$ cat config.mk
export PLATFORM = sky130hd
export DESIGN_NAME = comparator_serial_chain
export DESIGN_NICKNAME = d
export VERILOG_FILES = /design/src/rtl/comparator_serial_chain.sv
export SDC_FILE = /design/constraint.sdc
export NUM_CORES = 1
export LEC_CHECK = 0
export BUFFER_PORTS_ARGS = -buffer_cell sky130_fd_sc_hd__buf_2
export CAP_MARGIN = 20
export CORE_ASPECT_RATIO = 0.8
export CORE_MARGIN = 1
export CORE_UTILIZATION = 58
export DETAILED_ROUTE_END_ITERATION = 10
export PLACE_DENSITY_LB_ADDON = 0.08
export SLEW_MARGIN = 20
export SYNTH_ARGS = -nofsm -noshare
export SYNTH_HDL_FRONTEND = slang
export SYNTH_SLANG_ARGS = --single-unit
$ cat constraint.sdc
create_clock -name i_Clk -period 4.9 [get_ports i_Clk]
set_input_delay 0 -clock i_Clk [delete_from_list [all_inputs] [get_ports i_Clk]]
set_output_delay 0 -clock i_Clk [all_outputs]
set_load 0.01 [all_outputs]
$ cat src/rtl/comparator_serial_chain.sv
// Multi-cycle unsigned magnitude compare, one 2-bit digit per cycle, MSB digit first.
// Latency: DIGITS cycles from acceptance to o_Valid (first mismatch with COMPARATOR_EARLY_EXIT_EN).
// Backpressure: accepts only in IDLE; result held stable in DONE until i_Ready.

// Single-digit comparator: combinational compare of one 2-bit digit pair.
module comparatorTwo (
  input  logic [1:0] i_A,
  input  logic [1:0] i_B,
  output logic       o_GT,
  output logic       o_LT,
  output logic       o_EQ
);
  assign o_GT = (i_A > i_B);
  assign o_LT = (i_A < i_B);
  assign o_EQ = (i_A == i_B);
endmodule

module comparator_serial_chain #(
  parameter int WIDTH = 8
) (
  input  logic                         i_Clk,
  input  logic                         i_Rst,
  input  logic                         i_Valid,
  output logic                         o_Ready,
  input  logic [WIDTH-1:0]             i_A,
  input  logic [WIDTH-1:0]             i_B,
  output logic                         o_Valid,
  input  logic                         i_Ready,
  output logic                         o_GT,
  output logic                         o_LT,
  output logic                         o_EQ,
  output logic                         o_Busy,
  output logic [$clog2(WIDTH/2):0]     o_Cycles
);
  localparam int DIGITS = WIDTH / 2;
  localparam int IW     = (DIGITS > 1) ? $clog2(DIGITS) : 1;
  localparam int CW     = $clog2(DIGITS) + 1;

  typedef enum logic [1:0] {IDLE, SCAN, DONE} state_t;

  state_t             state, state_nxt;
  logic [WIDTH-1:0]   a_q, b_q;
  logic [WIDTH-1:0]   a_sh, b_sh;
  logic [IW-1:0]      idx;
  logic [CW-1:0]      cnt;
  logic               decided, gt_q, lt_q;
  logic               cmp_gt, cmp_lt, cmp_eq;
  logic               last_digit, scan_done;

  // Bring the current digit down to bit 0 so the 2-bit compare sees it.
  assign a_sh = a_q >> {idx, 1'b0};
  assign b_sh = b_q >> {idx, 1'b0};

  comparatorTwo u_digit_cmp (
    .i_A  (a_sh[1:0]),
    .i_B  (b_sh[1:0]),
    .o_GT (cmp_gt),
    .o_LT (cmp_lt),
    .o_EQ (cmp_eq)
  );

  assign last_digit = (idx == '0);
`ifdef COMPARATOR_EARLY_EXIT_EN
  // Stop at the first differing digit; lower digits cannot change the answer.
  assign scan_done  = last_digit || (!decided && !cmp_eq);
`else
  assign scan_done  = last_digit;
`endif

  assign o_Ready  = (state == IDLE);
  assign o_Busy   = (state != IDLE);
  assign o_Cycles = cnt;

  // State register.
  always_ff @(posedge i_Clk or posedge i_Rst) begin
    if (i_Rst) state <= IDLE;
    else       state <= state_nxt;
  end

  // Next-state decode.
  always_comb begin
    state_nxt = state;
    case (state)
      IDLE:    if (i_Valid && o_Ready) state_nxt = SCAN;
      SCAN:    if (scan_done)          state_nxt = DONE;
      DONE:    if (i_Ready)            state_nxt = IDLE;
      default:                         state_nxt = IDLE;
    endcase
  end

  // Operand capture, digit walk, decision tracking and registered result.
  always_ff @(posedge i_Clk or posedge i_Rst) begin
    if (i_Rst) begin
      a_q     <= '0;
      b_q     <= '0;
      idx     <= '0;
      cnt     <= '0;
      decided <= 1'b0;
      gt_q    <= 1'b0;
      lt_q    <= 1'b0;
      o_Valid <= 1'b0;
      o_GT    <= 1'b0;
      o_LT    <= 1'b0;
      o_EQ    <= 1'b0;
    end else begin
      case (state)
        IDLE: begin
          if (i_Valid) begin
            a_q     <= i_A;
            b_q     <= i_B;
            idx     <= IW'(DIGITS - 1);
            cnt     <= '0;
            decided <= 1'b0;
            gt_q    <= 1'b0;
            lt_q    <= 1'b0;
          end
        end
        SCAN: begin
          cnt <= cnt + CW'(1);
          if (!last_digit) idx <= idx - IW'(1);
          // Only the most significant differing digit decides the result.
          if (!decided && !cmp_eq) begin
            decided <= 1'b1;
            gt_q    <= cmp_gt;
            lt_q    <= cmp_lt;
          end
          if (scan_done) begin
            o_Valid <= 1'b1;
            o_GT    <= decided ? gt_q : cmp_gt;
            o_LT    <= decided ? lt_q : cmp_lt;
            o_EQ    <= !decided && cmp_eq;
          end
        end
        DONE: begin
          // o_Cycles (cnt) deliberately survives the handshake.
          if (i_Ready) begin
            o_Valid <= 1'b0;
            o_GT    <= 1'b0;
            o_LT    <= 1'b0;
            o_EQ    <= 1'b0;
          end
        end
        default: ;
      endcase
    end
  end
endmodule
Yosys cells after proc, flatten, opt, wreduce, memory -nomap -nowiden
Cells that the tools add are included.
{"block": "totals", "in_bits": 20, "romBits": 0, "latchBits": 0, "ram_bits": 0, "out_inout_bits": 9, "reg_bits": 30, "word_cells": 70, "mem_count": 0}
{"block": "op_classes", "multipliers": 0, "shift": 2, "magnitude_cmp": 2, "n_mux": 27, "n_eq_ne": 9, "n_reduce_logical": 16, "n_div": 0, "bitwise": 0, "addsub": 2}
{"cell": "right shift 8 x 3 -> 2 bit", "n": 2}
{"cell": "case mux 1 bit (2 select lines)", "n": 7}
{"cell": "AND reduction 3 bit", "n": 4}
{"cell": "two-way mux 1 bit", "n": 11}
{"cell": "two-way mux 2 bit", "n": 5}
{"cell": "!= test 2 bit, second input constant", "n": 5}
{"cell": "case mux 2 bit (3 select lines)", "n": 1}
{"cell": "case mux 3 bit (2 select lines)", "n": 1}
{"cell": "nonzero test 2 bit", "n": 3}
{"cell": "zero test 2 bit", "n": 2}
{"cell": "case mux 2 bit (2 select lines)", "n": 1}
{"cell": "AND reduction 2 bit", "n": 2}
{"cell": "adder 3 x 1 -> 3 bit, second input constant", "n": 1}
{"cell": "logical AND 1 bit", "n": 3}
{"cell": "two-way mux 3 bit", "n": 1}
{"cell": "== test 2 x 1 -> 1 bit, second input constant", "n": 1}
{"cell": "== test 2 bit", "n": 1}
{"cell": "== test 2 bit, second input constant", "n": 1}
{"cell": "> comparator 2 bit", "n": 1}
{"cell": "zero test 1 bit", "n": 2}
{"cell": "< comparator 2 bit", "n": 1}
{"cell": "!= test 2 x 1 -> 1 bit, second input constant", "n": 1}
{"cell": "subtractor 2 x 1 -> 2 bit, second input constant", "n": 1}

Logic depth before layout (Yosys ltp)
{"block": "depth", "word_depth": 6, "mapped_depth": 7, "depth_no_buf": 6}

Hierarchy
From an unflattened synthesis, not the netlist that was laid out.
{"block": "hier_totals", "hier_cells": 108, "hier_area_um2": 1486.4}
{"mod": "comparator_serial_chain", "seq_area_each_um2": 750.7, "area_each_um2": 1423.9, "instances": 1, "cells_per_inst": 99}
{"mod": "comparatorTwo", "seq_area_each_um2": 0.0, "area_each_um2": 62.6, "instances": 1, "cells_per_inst": 9}

Least setup slack after synthesis
Ideal clock, no wire load.
{"block": "synth_timing", "kind": "reg-to-reg", "start": "reg idx[0]", "end": "reg lt_q", "t_required_ns": 4.775, "synth_period_minus_slack_ns": 1.949, "setup_time_ns": 0.125, "slack_ns": 2.951, "n_path_buf": 1, "path_stages_with_launch": 7, "arrival_ns": 1.824, "path_cell_list": "dfrtp_1 > buf_2 > mux4_2 > ha_1 > nand2_1 > nand4_1 > mux2_2"}
{"block": "synth_between", "elab_chain_cells": 6, "elab_cells_between_ends": 10, "classes_between": "order compare (1); eq/ne (2); shift (2); mux (2); reduce/logical (3)"}
{"item": "from (decl)", "line_no": "44", "text": "logic [IW-1:0] idx;"}
{"item": "from (signal assigned)", "line_no": "111", "text": "idx <= IW'(DIGITS - 1);"}
{"item": "from (signal assigned)", "line_no": "120", "text": "if (!last_digit) idx <= idx - IW'(1);"}
{"item": "right shift 8 x 3 -> 2 bit (on tied branches)", "line_no": "51, 52"}
{"item": "== test 2 bit", "line_no": "15", "text": "assign o_EQ = (i_A == i_B);"}
{"item": "zero test 1 bit", "line_no": "122", "text": "if (!decided && !cmp_eq) begin"}
{"item": "logical AND 1 bit", "line_no": "122"}
{"item": "!= test 2 bit (no source line)"}
{"item": "AND reduction 3 bit (no source line)"}
{"item": "to (signal assigned)", "line_no": "125", "text": "lt_q <= cmp_lt;"}
{"item": "to (decl)", "line_no": "46", "text": "logic decided, gt_q, lt_q;"}
Parallel ways exist; a longest one is shown, timed or not. The select of a mux whose other input is x is not followed.
A chain may end at the register's enable or synchronous reset.

Worst setup path in the final report
Ends and elaborated chain as after synthesis.

==> flow_summary.json <==
{
  "status": "finished clean",
  "area_delta_synth_final_pct": 25.26,
  "pre_cts_slack_ns": 2.732,
  "holdPathEnd": "state[0]",
  "yosysTopAreaCellShare": 0.5137,
  "drt_iter0_drc": 30,
  "fin_area_sq_um": 1831,
  "clk_latency_ns": 0.32,
  "fmax_ghz": 0.4650,
  "r2r_slack_ns": 2.75,
  "r2r_cells": 5,
  "hold_path_startpoint": "i_Valid",
  "met1_usage": 0.2996,
  "synth_seq_area_share": 0.5137,
  "arrival_ns": 2.36,
  "vias": 1025,
  "reg2reg_to": "lt_q",
  "syn_inst": 109,
  "grt_pass1_wl_um": 4712,
  "drc_errors": 0,
  "cts_buffers": 5,
  "fin_worst_skew_ns": 0.005182,
  "layout_min_cycle_time_ns": 2.151,
  "nets": 182,
  "p_comb_frac": 0.481,
  "grtUsageMet3": 0.08540,
  "clkPwrFrac": 0.117,
  "cp_max_fo": 6,
  "p_int_mw": 0.7604,
  "core_area_sq_um": 2271,
  "fin_ws_ns": 2.749,
  "firstDrtPassIters": 5,
  "slew_violations": 0,
  "end_kind": "flop",
  "hold_viol": 0,
  "grt_antenna_before_repair": 0,
  "synth_flop_cell": "dfrtp_1",
  "setup_viol": 0,
  "die_h_um": 46.90,
  "cts.sinks": 30,
  "root_buffer": "clkbuf_4",
  "yosys.area.top_type": "dfrtp_1",
  "cts_tree": "yes",
  "placed_area_sq_um": 1599,
  "fill_cells": 150,
  "p_seq_frac": 0.402,
  "p_per_area_nw_per_um2": 651.4,
  "n_antenna_cell": 0,
  "io_pins": 29,
  "start_util": 0.6435,
  "rsz0062_at_grt": "no",
  "slew_headroom": 0.5971,
  "cp.required_ns": 5.11,
  "dpl.hpwl_um": 1949,
  "synth-seq-cells": 30,
  "die-area_sq_um": 2726,
  "busiest_layer": "met2",
  "power.switching_mw": 0.4320,
  "rows": 15,
  "sw_frac_of_total": 0.3623,
  "fin_crit_sh": 0.4389,
  "grt_pass1_vias": 1035,
  "portBuffers": 28,
  "start_kind": "flop",
  "htreeDepth": 2,
  "clk_pin_slew_ns": 0.08,
  "netlist_area_sq_um": 1461,
  "synth_edf_count": 0,
  "fin_tns_setup_ns": 0,
  "overflow": 0,
  "cap_viol_max_count": 0,
  "viasPerCell": 5.366,
  "synth_nets": 133,
  "synth_area_leaders": "dfrtp_1 (51%), mux2_4 (9.2%), mux2_2 (7.7%), mux4_2 (6.2%), ha_1 (3.4%)",
  "synth.distinct_cells": 28,
  "hold_depth": 3,
  "postLayoutCoreUtil": 0.8061,
  "hold_path_class": "input pin to flop",
  "layout-drive-gt1-share": 0.3885,
  "die_w_um": 58.12,
  "path_class": "flop to flop",
  "async_flop_share": 1.000,
  "leakagePower_nw": 0.8795,
  "wirelength_um": 2808,
  "wire_per_inst_um": 14.70,
  "r2r-start": "idx[0]",
  "syn_area_per_cell_sq_um": 13.41,
  "grt_start_max_net_pins": 31,
  "timing.hold.ws_ns": 0.1359,
  "met2_usage": 0.4069,
  "critPathLaunch": "idx[0]",
  "irDropWorstVdd_mv": 0.3455,
  "gp_congestion": 0.7401,
  "cts_resized": 0,
  "tightest_slew_ns": 0.6035,
  "synth_warnings": 0,
  "clock_path_buffers": 2,
  "grt_usage": 0.2509,
  "ant_nets": 0
}
## Yosys cell counts, types with 2 or more instances
cell and number:
o21ai_0 2, ha_1 4, nand3b_1 2, a22o_1 2, mux4_2 4, nor2_1 4, nor2b_1 2, a21oi_1 5
buf_6 2, a22oi_1 4, nand2_1 6, buf_2 2, o31ai_1 2, mux2_2 10, dfrtp_1 30, inv_1 8
mux2_4 9
## state kept, by name, summed over array words and instances, names as in the netlist
register  flops
lt_q          1
decided       1
b_q           8
idx           2
o_GT          1
o_Valid       1
gt_q          1
o_EQ          1
a_q           8
o_LT          1
state         2
o_Cycles      3
## final cells by class
type,count,area [sq um],area share
flip-flops and latches,30,750.7,0.4101
multi-input cells,66,628.1,0.3431
repair buffers,47,327.8,0.1791
inverters,8,30.03,0.01640
well taps,34,42.54,0.02324
clock buffers,6,51.30,0.02802
## cells by family (layout without fill, tap and decap cells)
family	Yosys count	in the layout	synth area share
mux	24	24	0.2380
fa+ha+maj	4	4	0.03425
simple gates	20	20	0.07363
flops	30	30	0.5137
compound gates	18	18	0.08391
buf+inv	13	61	0.05651
## stage by stage
| stage | total power [mW] | cells |
|---|---|---|
| floorplan | 0.9183 | 109 |
| global placement | 1.007 | 167 |
| detailed placement | 1.050 | 167 |
| CTS | 1.204 | 191 |
| global route | 1.288 | 191 |
| finish | 1.192 | 191 |
## power by group through the flow
stage                     combinational, mW  sequential, mW  clock, mW
after global placement                0.528           0.479          0
final                                 0.573           0.479      0.140
after CTS                             0.577           0.483      0.144
after floorplan                       0.472           0.446          0
after detailed placement              0.565           0.485          0
after global routing                  0.636           0.498      0.154
## how the worst max path moves through the flow
stage,to,cells past startpoint
after floorplan,lt_q,6
after global placement,lt_q,5
after detailed placement,lt_q,5
after CTS,lt_q,5
after global routing,lt_q,6
final,lt_q,5
## layout by cell type (no fill, tap or decap), types with 2 or more instances in the layout
cell type / netlist / routed
ha_1: 4 / 4
mux4_2: 4 / 4
mux2_4: 9 / 9
a21oi_1: 5 / 5
mux2_2: 10 / 10
nor2b_1: 2 / 2
inv_1: 8 / 7
dfrtp_1: 30 / 30
buf_2: 2 / 28
dlygate4sd3_1: 0 / 18
nor2_1: 4 / 4
o21ai_0: 2 / 2
a22o_1: 2 / 2
o31ai_1: 2 / 2
clkbuf_4: 0 / 5
a22oi_1: 4 / 4
nand3b_1: 2 / 2
nand2_1: 6 / 6
## worst max-delay path: stages, from the launching register on
cell and delay [ns]:
dfrtp_1 0.53, mux4_2 0.54, ha_1 0.32, nand2_1 0.12, nand4_1 0.19, mux2_2 0.34
## layer usage
metal | share of wire | wire (um) | vias up
li1 | - | - | 486
met1 | 0.44 | 1246 | 498
met2 | 0.49 | 1369 | 33
met3 | 0.046 | 129 | 8
met4 | 0.022 | 63 | 0
met5 | 0 | 0 | -
## repair_timing
action	in CTS	in global routing
hold buffers	18	0
buffers inserted	0	0
endpoints found under the hold margin	47	0
No activity file was read; power rests on OpenSTA's default activity.
